File: config.mk
export PLATFORM = sky130hd
export DESIGN_NAME = pkt_rr_scheduler
export DESIGN_NICKNAME = d
export VERILOG_FILES = /design/src/rtl/pkt_rr_scheduler.sv
export SDC_FILE = /design/constraint.sdc
export NUM_CORES = 1
export LEC_CHECK = 0
export ABC_AREA = 1
export CAP_MARGIN = 40
export CELL_PAD_IN_SITES_DETAIL_PLACEMENT = 1
export CELL_PAD_IN_SITES_GLOBAL_PLACEMENT = 1
export CORE_ASPECT_RATIO = 0.75
export CORE_MARGIN = 3
export CORE_UTILIZATION = 21
export DETAILED_ROUTE_END_ITERATION = 12
export GPL_ROUTABILITY_DRIVEN = 0
export MAX_ROUTING_LAYER = met4
export PLACE_DENSITY = 0.76
export SYNTH_ARGS = -nofsm -noshare
export SYNTH_HDL_FRONTEND = slang
export SYNTH_SLANG_ARGS = --single-unit
File: constraint.sdc
create_clock -name clk -period 2.1 [get_ports clk]
set_input_delay 0.21 -clock clk [delete_from_list [all_inputs] [get_ports clk]]
set_output_delay 0.21 -clock clk [all_outputs]
set_load 0.02 [all_outputs]
File: src/rtl/pkt_rr_scheduler.sv
// -----------------------------------------------------------------------------
// pkt_rr_scheduler
//   Shares one downstream flit channel among N upstream packet streams.
//   Arbitration is round-robin at packet granularity: once the first flit of
//   a packet is accepted, the grant stays with that stream until its last
//   flit, so packets never interleave. The output is a single register stage
//   that sustains one flit per cycle.
//
// Ports
//   clk          rising-edge clock
//   rst_n        asynchronous active-low reset
//   in_valid_i   [N]     per-stream flit valid
//   in_ready_o   [N]     per-stream flit accept (combinational)
//   in_data_i    [N*DW]  stream i occupies bits [i*DW +: DW]
//   in_last_i    [N]     per-stream last-flit-of-packet marker
//   out_valid_o          output register holds a flit
//   out_ready_i          downstream accept
//   out_data_o   [DW]    registered flit data
//   out_last_o           registered last marker
//   out_src_o    [SW]    index of the stream that supplied out_data_o
//   busy_o               a packet is open or a flit is held
// -----------------------------------------------------------------------------
module pkt_rr_scheduler #(
    parameter int N  = 4,
    parameter int DW = 64,
    parameter int SW = $clog2(N)
) (
    input  logic            clk,
    input  logic            rst_n,
    input  logic [N-1:0]    in_valid_i,
    output logic [N-1:0]    in_ready_o,
    input  logic [N*DW-1:0] in_data_i,
    input  logic [N-1:0]    in_last_i,
    output logic            out_valid_o,
    input  logic            out_ready_i,
    output logic [DW-1:0]   out_data_o,
    output logic            out_last_o,
    output logic [SW-1:0]   out_src_o,
    output logic            busy_o
);

    typedef enum logic [0:0] {
        ST_IDLE   = 1'b0,
        ST_LOCKED = 1'b1
    } state_e;

    state_e          state_q, state_d;
    logic [SW-1:0]   last_grant_q, last_grant_d;
    logic [SW-1:0]   lock_id_q, lock_id_d;
    logic            out_valid_q, out_valid_d;
    logic [DW-1:0]   out_data_q, out_data_d;
    logic            out_last_q, out_last_d;
    logic [SW-1:0]   out_src_q, out_src_d;
    logic            busy_q, busy_d;

    logic            can_accept_s;
    logic [SW:0]     win_s;
    logic            grant_ok_s;
    logic [SW-1:0]   grant_id_s;
    logic            sel_valid_s;
    logic            sel_last_s;
    logic [DW-1:0]   sel_data_s;
    logic [N-1:0]    in_ready_s;
    logic            xfer_s;

    // Round-robin search starting just after the last granted stream.
    // Returns {found, index}; scanning from the far end and overwriting
    // leaves the nearest valid stream as the result.
    function automatic logic [SW:0] rr_pick(input logic [N-1:0] valid,
                                            input logic [SW-1:0] last);
        logic [SW:0]   res;
        logic [SW-1:0] pos;
        res = {(SW+1){1'b0}};
        for (int k = N; k >= 1; k--) begin
            pos = SW'((int'(last) + k) % N);
            res = valid[pos] ? {1'b1, pos} : res;
        end
        return res;
    endfunction

    // Grant selection, input mux and handshake generation.
    always_comb begin
        can_accept_s = ~out_valid_q | out_ready_i;
        win_s        = rr_pick(in_valid_i, last_grant_q);
        if (state_q == ST_LOCKED) begin
            // Locked stream keeps ready even while it bubbles.
            grant_ok_s = 1'b1;
            grant_id_s = lock_id_q;
        end else begin
            grant_ok_s = win_s[SW];
            grant_id_s = win_s[SW-1:0];
        end
        sel_valid_s = 1'b0;
        sel_last_s  = 1'b0;
        sel_data_s  = {DW{1'b0}};
        in_ready_s  = {N{1'b0}};
        for (int i = 0; i < N; i++) begin
            sel_valid_s   = sel_valid_s | ((grant_id_s == SW'(i)) & in_valid_i[i]);
            sel_last_s    = sel_last_s  | ((grant_id_s == SW'(i)) & in_last_i[i]);
            sel_data_s    = sel_data_s  | ({DW{grant_id_s == SW'(i)}} & in_data_i[i*DW +: DW]);
            in_ready_s[i] = grant_ok_s & can_accept_s & (grant_id_s == SW'(i));
        end
        xfer_s = grant_ok_s & can_accept_s & sel_valid_s;
    end

    // Next-state logic for the packet FSM and the output register.
    always_comb begin
        state_d      = state_q;
        last_grant_d = last_grant_q;
        lock_id_d    = lock_id_q;
        case (state_q)
            ST_IDLE: begin
                if (xfer_s && sel_last_s) begin
                    last_grant_d = grant_id_s;
                end else if (xfer_s) begin
                    state_d   = ST_LOCKED;
                    lock_id_d = grant_id_s;
                end else begin
                    state_d = ST_IDLE;
                end
            end
            ST_LOCKED: begin
                if (xfer_s && sel_last_s) begin
                    state_d      = ST_IDLE;
                    last_grant_d = lock_id_q;
                end else begin
                    state_d = ST_LOCKED;
                end
            end
            default: begin
                state_d = ST_IDLE;
            end
        endcase

        out_data_d = out_data_q;
        out_last_d = out_last_q;
        out_src_d  = out_src_q;
        if (xfer_s) begin
            // Reload also covers the drain-and-refill cycle.
            out_valid_d = 1'b1;
            out_data_d  = sel_data_s;
            out_last_d  = sel_last_s;
            out_src_d   = grant_id_s;
        end else if (out_ready_i) begin
            out_valid_d = 1'b0;
        end else begin
            out_valid_d = out_valid_q;
        end
        busy_d = (state_d == ST_LOCKED) | out_valid_d;
    end

    // State and output registers.
    always_ff @(posedge clk or negedge rst_n) begin
        if (!rst_n) begin
            state_q      <= ST_IDLE;
            last_grant_q <= SW'(N - 1);
            lock_id_q    <= {SW{1'b0}};
            out_valid_q  <= 1'b0;
            out_data_q   <= {DW{1'b0}};
            out_last_q   <= 1'b0;
            out_src_q    <= {SW{1'b0}};
            busy_q       <= 1'b0;
        end else begin
            state_q      <= state_d;
            last_grant_q <= last_grant_d;
            lock_id_q    <= lock_id_d;
            out_valid_q  <= out_valid_d;
            out_data_q   <= out_data_d;
            out_last_q   <= out_last_d;
            out_src_q    <= out_src_d;
            busy_q       <= busy_d;
        end
    end

    assign in_ready_o  = in_ready_s;
    assign out_valid_o = out_valid_q;
    assign out_data_o  = out_data_q;
    assign out_last_o  = out_last_q;
    assign out_src_o   = out_src_q;
    assign busy_o      = busy_q;

endmodule

-- After elaboration in Yosys (flattened, before gate mapping)
Index checks and enable logic that the tools add are counted.
- multiplexer cells: 23
- $lt $le $gt $ge: 4
- equality and inequality tests: 5
- bitwise logic cells: 32
- reductions and logical operators: 4
- add/subtract/negate cells: 4
- operators by type and width (cell ; number):
    64-bit AND ; 4
    64-bit bitwise OR ; 3
    1-bit AND ; 14
    2-bit by 3-bit < comparator with 1-bit output, second input constant ; 4
    3-bit two-way mux ; 4
    1-bit two-way mux ; 10
    1-bit binary-select mux with 2-bit select ; 4
    1-bit bitwise OR ; 8
    2-bit two-way mux ; 3
    2-bit by 1-bit adder with 2-bit output, second input constant ; 2
    2-bit adder, second input constant ; 2
    2-bit equality test, second input constant ; 2
    2-bit one-hot mux with 2 select lines ; 1
    1-bit NOT ; 3
    3-bit AND reduction ; 1
    2-bit by 1-bit equality test with 1-bit output, second input constant ; 1
    2-bit logical NOT ; 1
    2-bit by 1-bit inequality test with 1-bit output, second input constant ; 1
    2-bit inequality test, second input constant ; 1
    1-bit one-hot mux with 2 select lines ; 1
    2-bit AND reduction ; 1
    1-bit logical AND ; 1
- flip-flop bits (word level): 74

-- Depth between registers and ports, before layout
- depth after elaboration: 18
- mapped depth: 18
- gate-level depth less buffers: 17

-- Worst setup path before layout
Ideal clock, no wire load.
- path type: register -> output
- start point: register last_grant_q[0]
- end point: output port in_ready_o[0]
- required time: 1890 ps
- stages on the path, launching flop included: 15
- path slack: -349 ps
- arrival: 2239 ps
- path buffers: 4
- path through: dfstp_2 -> buf_4 -> nand2_1 -> nand2_1 -> nand2_1 -> nand2_1 -> nand2_1 -> nand3_1 -> nand3_2 -> nand2_2 -> buf_6 -> buf_6 -> buf_4 -> inv_1 -> nor3_1
- longest elaborated chain between the ends: 10
- ends and longest elaborated chain (item ; RTL line ; source):
    from (decl) ; 48 ; logic [SW-1:0] last_grant_q, last_grant_d;
    from (signal assigned) ; 156 ; last_grant_q <= SW'(N - 1);
    from (signal assigned) ; 165 ; last_grant_q <= last_grant_d;
    2-bit by 1-bit adder with 2-bit output ; 75 ; pos = SW'((int'(last) + k) % N);
    1-bit binary-select mux with 2-bit select ; 76 ; res = valid[pos] ? {1'b1, pos} : res;
    1-bit two-way mux (not written as such) ; 76 ;
    3-bit two-way mux (3 in series) ; 76 ;
    3-bit two-way mux * ; 76 ;
    1-bit two-way mux or 2-bit two-way mux (tied branches) ; 85 ; if (state_q == ST_LOCKED) begin
    1-bit AND or 2-bit logical NOT (tied branches) ; 101 ; in_ready_s[i] = grant_ok_s & can_accept_s & (grant_id_s == SW'(i));
    1-bit AND * ; 101 ;
    to (decl) ; 31 ; output logic [N-1:0] in_ready_o,
Mark *: on every way between the ends. The rest lies on a longest branch, timed or not. The select of a mux whose other input is x is not followed.

-- Final worst setup path
- start point: register last_grant_q[0]
- end point: register out_data_q[61], in the netlist out_data_o[61]
- longest elaborated chain between the ends: 14
- ends and longest elaborated chain (item ; RTL line ; source):
    2-bit by 1-bit adder with 2-bit output ; 75 ;
    1-bit binary-select mux with 2-bit select ; 76 ;
    1-bit two-way mux (not written as such) ; 76 ;
    3-bit two-way mux (3 in series) ; 76 ;
    3-bit two-way mux * ; 76 ;
    2-bit two-way mux ; 85 ;
    2-bit by 1-bit equality test with 1-bit output or 2-bit logical NOT (tied branches) ; 98, 100 ;
    1-bit AND ; 98 ; sel_valid_s = sel_valid_s | ((grant_id_s == SW'(i)) & in_valid_i[i]);
    1-bit bitwise OR (3 in series) ; 98 ;
    1-bit AND ; 103 ; xfer_s = grant_ok_s & can_accept_s & sel_valid_s;
    to (signal assigned) ; 159 ; out_data_q <= {DW{1'b0}};
    to (signal assigned) ; 168 ; out_data_q <= out_data_d;
    to (decl) ; 51 ; logic [DW-1:0] out_data_q, out_data_d;
Marks and branches as above.
A chain may end at the register's enable or synchronous reset.

==> reports/qor.log <==
qor: outcome.run_status finished, violations left
qor: outcome.violations setup timing
qor: route.drt-pass1-iter-count 4
qor: clock_network.tritoncts_num_sinks 74
qor: sta.clock_skew 6.05 ps
qor: logic_synthesis.ys_top_cells_by_area dfrtp_1, nand3_1, nand2_1
qor: route.wl_per_cell 20.4 um
qor: logic_synthesis.synth_area 4870 sq um
qor: sta.rsz0062_at_grt yes
qor: global_routing.initial_antenna_violation_count 1
qor: clock_network.clock_tree.root_cell clkbuf_16
qor: global_routing.number_of_global_route_vias_before_repair 7086
qor: route.routed-wl-met2 14000 um
qor: route.vias_per_cell 4.83
qor: pwr.p_total 23.2 mW
qor: die.fp.dieArea 25100 sq um
qor: pwr.max-vdd-ir-drop 1.08 mV
qor: logic_synthesis.post_synth_most_frequent_cells nand3_1, nand2_1, dfrtp_1, a21oi_1, o21ai_1
qor: logic_synthesis.top_flip_flop_cell_by_instance_count_after_synthesis dfrtp_1
qor: logic_synthesis.synth.yosys.seq_area_share 38.1%
qor: route.length_of_routed_wiring_on_met1 11900 um
qor: logic_synthesis.yosys_warnings 0
qor: job.drv_cap 0
qor: logic_synthesis.synth_edf_count 0
qor: critical_path.crit_path_frequent_cell nand2_4
qor: route.wl_met3 1850 um
qor: critical_path.crit_path_top_delay_cell dfstp_2
qor: sta.report.final.slew_viol_count 0
qor: sta.maxSlewHeadroom 62.6%
qor: route.detail-route-antenna-nets 0
qor: cells_and_area.finish.instance_area 10500 sq um
qor: route.dr.max_layer_used met4
qor: route.drt_drc_violations_left 0
qor: die.total_core_area 22400 sq um
qor: cells_and_area.area_delta_synth_final 116%
qor: sta.max_clock_freq 359 MHz
qor: critical_path.timing.critical_path.arrival 3010 ps
qor: sta.final.min_clock_period 2790 ps
qor: die.top_level_ports 340
qor: logic_synthesis.yosysTopAreaCell dfrtp_1
qor: logic_synthesis.syn-instance-count 690
qor: clock_network.clock_tree_from_tritoncts yes
qor: critical_path.critical_path_cell_sequence clkinv_4 > nand2_4 > nand2_4 > nand2_2 > nand2_4 > nand2_4 > nand2_2 > nand2_2 > nand3_4 > buf_6 > nand4_1 > nand2_4 > o21ai_4 > buf_6 > buf_12 > clkbuf_16 > o21ai_1
qor: logic_synthesis.post-synth-top-area-fraction 37.0%
qor: global_routing.grt_pass1_wl 40400 um
qor: clock_network.cts-root-to-sink-buffers 2
qor: critical_path.crit_required 2320 ps
qor: pwr.cellLeakagePower 4.43 nW
qor: cells_and_area.layout.filler_cells 2573
qor: global_routing.grt_start_max_net_pins 40
qor: cells_and_area.multi_input_comb_area 3260 sq um
qor: route.via_count 6669
qor: route.drt_wl_total 28200 um
qor: pwr.power_density 2200 nW/um^2
qor: global_routing.grt_overflow_total 0
qor: critical_path.cp-start-kind flip-flop
qor: placed_design.port_buffers 339
qor: cells_and_area.final_nets 1349
qor: logic_synthesis.post_synthesis_sequential_element_count 74
qor: die.dieWidth 182 um
qor: die.num_rows 47
qor: critical_path.max_stage_delay 670 ps
qor: logic_synthesis.synth.net_count 957
qor: sta.tightestPinTransition 561 ps
qor: hold_path.timing.hold.worst.class in -> async
qor: logic_synthesis.synth-async-reset-ratio 100%
qor: cells_and_area.count_of_placed_standard_cells_in_the_final_layout_fillers_left_out 1382
qor: global_routing.grt.total_usage 21.3%
qor: logic_synthesis.postSynthAreaPerCell 7.06 sq um
qor: route.detail_route.iter0.violations 260
qor: clock_network.cts_inserted_buffers 9
qor: sta.final_cycle_share 133%
qor: sta.timing.final.setup_violations 78
qor: cells_and_area.seqCellArea 1850 sq um
qor: critical_path.crit_path_end_kind flip-flop
qor: critical_path.cp_max_fo 8
qor: logic_synthesis.post-synth-top-count-cell nand3_1
qor: placed_design.detailed_place.area 8980 sq um
qor: sta.layout_setup_ws -686 ps
qor: die.overall_die_height 138 um
qor: critical_path.worst-setup-path-type reg -> reg
qor: clock_network.clkLatencyLatePin 340 ps
qor: clock_network.h_tree_lvls 3
qor: placed_design.hpwlAfterDp 19700 um
qor: placed_design.place_inst 1323
qor: die.initial_core_util 21.7%
qor: cells_and_area.drive_gt1_share 26.2%
qor: sta.hold_violations 0
qor: clock_network.clock_pin_slew_reported_for_the_worst_setup_and_hold_paths_after_clock_tree_synthesis 60 ps
qor: logic_synthesis.post_synth_num_cell_types 28
==> routing by layer <==
layer  track usage (%)  up-vias
met3              5.56       28
li1                  -     3171
met1              25.1     3220
met2              37.1      250
met5                 -        -
met4              4.44        0
==> flip-flops by register name, indices dropped and copies added, names as in the netlist <==
name / cells
out_data_o: 64
last_grant_q: 2
lock_id_q: 2
out_src_o: 2
busy_o: 1
out_last_o: 1
out_valid_o: 1
state_q: 1
==> area by class of cell <==
cell class,count,area share (%)
antenna,1,0.0238
clock buffer,11,2.31
clock inverter,5,0.738
inverter,16,0.833
multi-input combinational,543,31.0
sequential,74,17.6
tap,294,3.50
timing repair buffer,438,43.9
==> per-stage QoR <==
stage	hold WS, ps	utilization, %	setup TNS [ps]	setup slack (ps)
after global placement	222	40.1	-35000	-507
after CTS	406	44.1	-29590	-437
final	394	46.9	-47610	-686
after global routing	443	46.9	-55700	-786
after floorplan	-85.6	-	-458	-76.5
after detailed placement	235	40.1	-39470	-584
==> final timing paths <==
check,from,slack (ps),end,cells after the start
max,last_grant_q[0],-690,out_data_o[61],17
min,rst_n,390,out_data_o[0],2
max reg2reg,last_grant_q[0],-690,out_data_o[61],17
min reg2reg,out_data_o[11],480,out_data_o[11],2
max in group asynchronous,rst_n,1080,out_data_o[22],3
min in group clk,out_data_o[11],480,out_data_o[11],2
==> cell usage in the layout, fill, tap and decap left out, drive strengths merged, types with 5 or more instances in the layout <==
| cell | instances |
|---|---|
| clkdlybuf4s50 | 334 |
| nand2 | 180 |
| nand4 | 5 |
| inv | 14 |
| nand3 | 206 |
| a21oi | 65 |
| nor2 | 9 |
| clkbuf | 17 |
| o21ai | 71 |
| dfrtp | 72 |
| nor3 | 5 |
| buf | 97 |
==> cells by family after synthesis <==
logic type             share of synthesized area, %
AOI/OAI and AO/OA                              15.3
buffers and inverters                          8.14
DFF                                            38.1
and+or+nand+nor                                38.5
==> where the power goes <==
part | switching [mW] | total (mW) | leakage [nW] | internal, mW
logic | 10.3 | 18.7 | 3.35 | 8.42
registers | 0.555 | 2.76 | 0.923 | 2.21
clock network | 0.627 | 1.70 | 0.156 | 1.07
total | 11.5 | 23.2 | 4.43 | 11.7
==> worst max-delay path, delay by kind of cell (launching register included) <==
| kind | cells | cell delay, ps |
|---|---|---|
| flops | 1 | 670 |
| buf+inv | 5 | 790 |
| compound gates | 2 | 260 |
| simple gates | 10 | 940 |
==> timing repair <==
item / 4_1_cts / 5_1_grt
gates cloned: 7 / 7
pin swaps: 28 / 40
setup buffers: 17 / 13
resized for setup: 107 / 108
hold endpoints to repair: 35 / 0
endpoints found under the setup margin: 78 / 78
hold buffers: 1 / 0
Power figures use the tool's default switching activity.
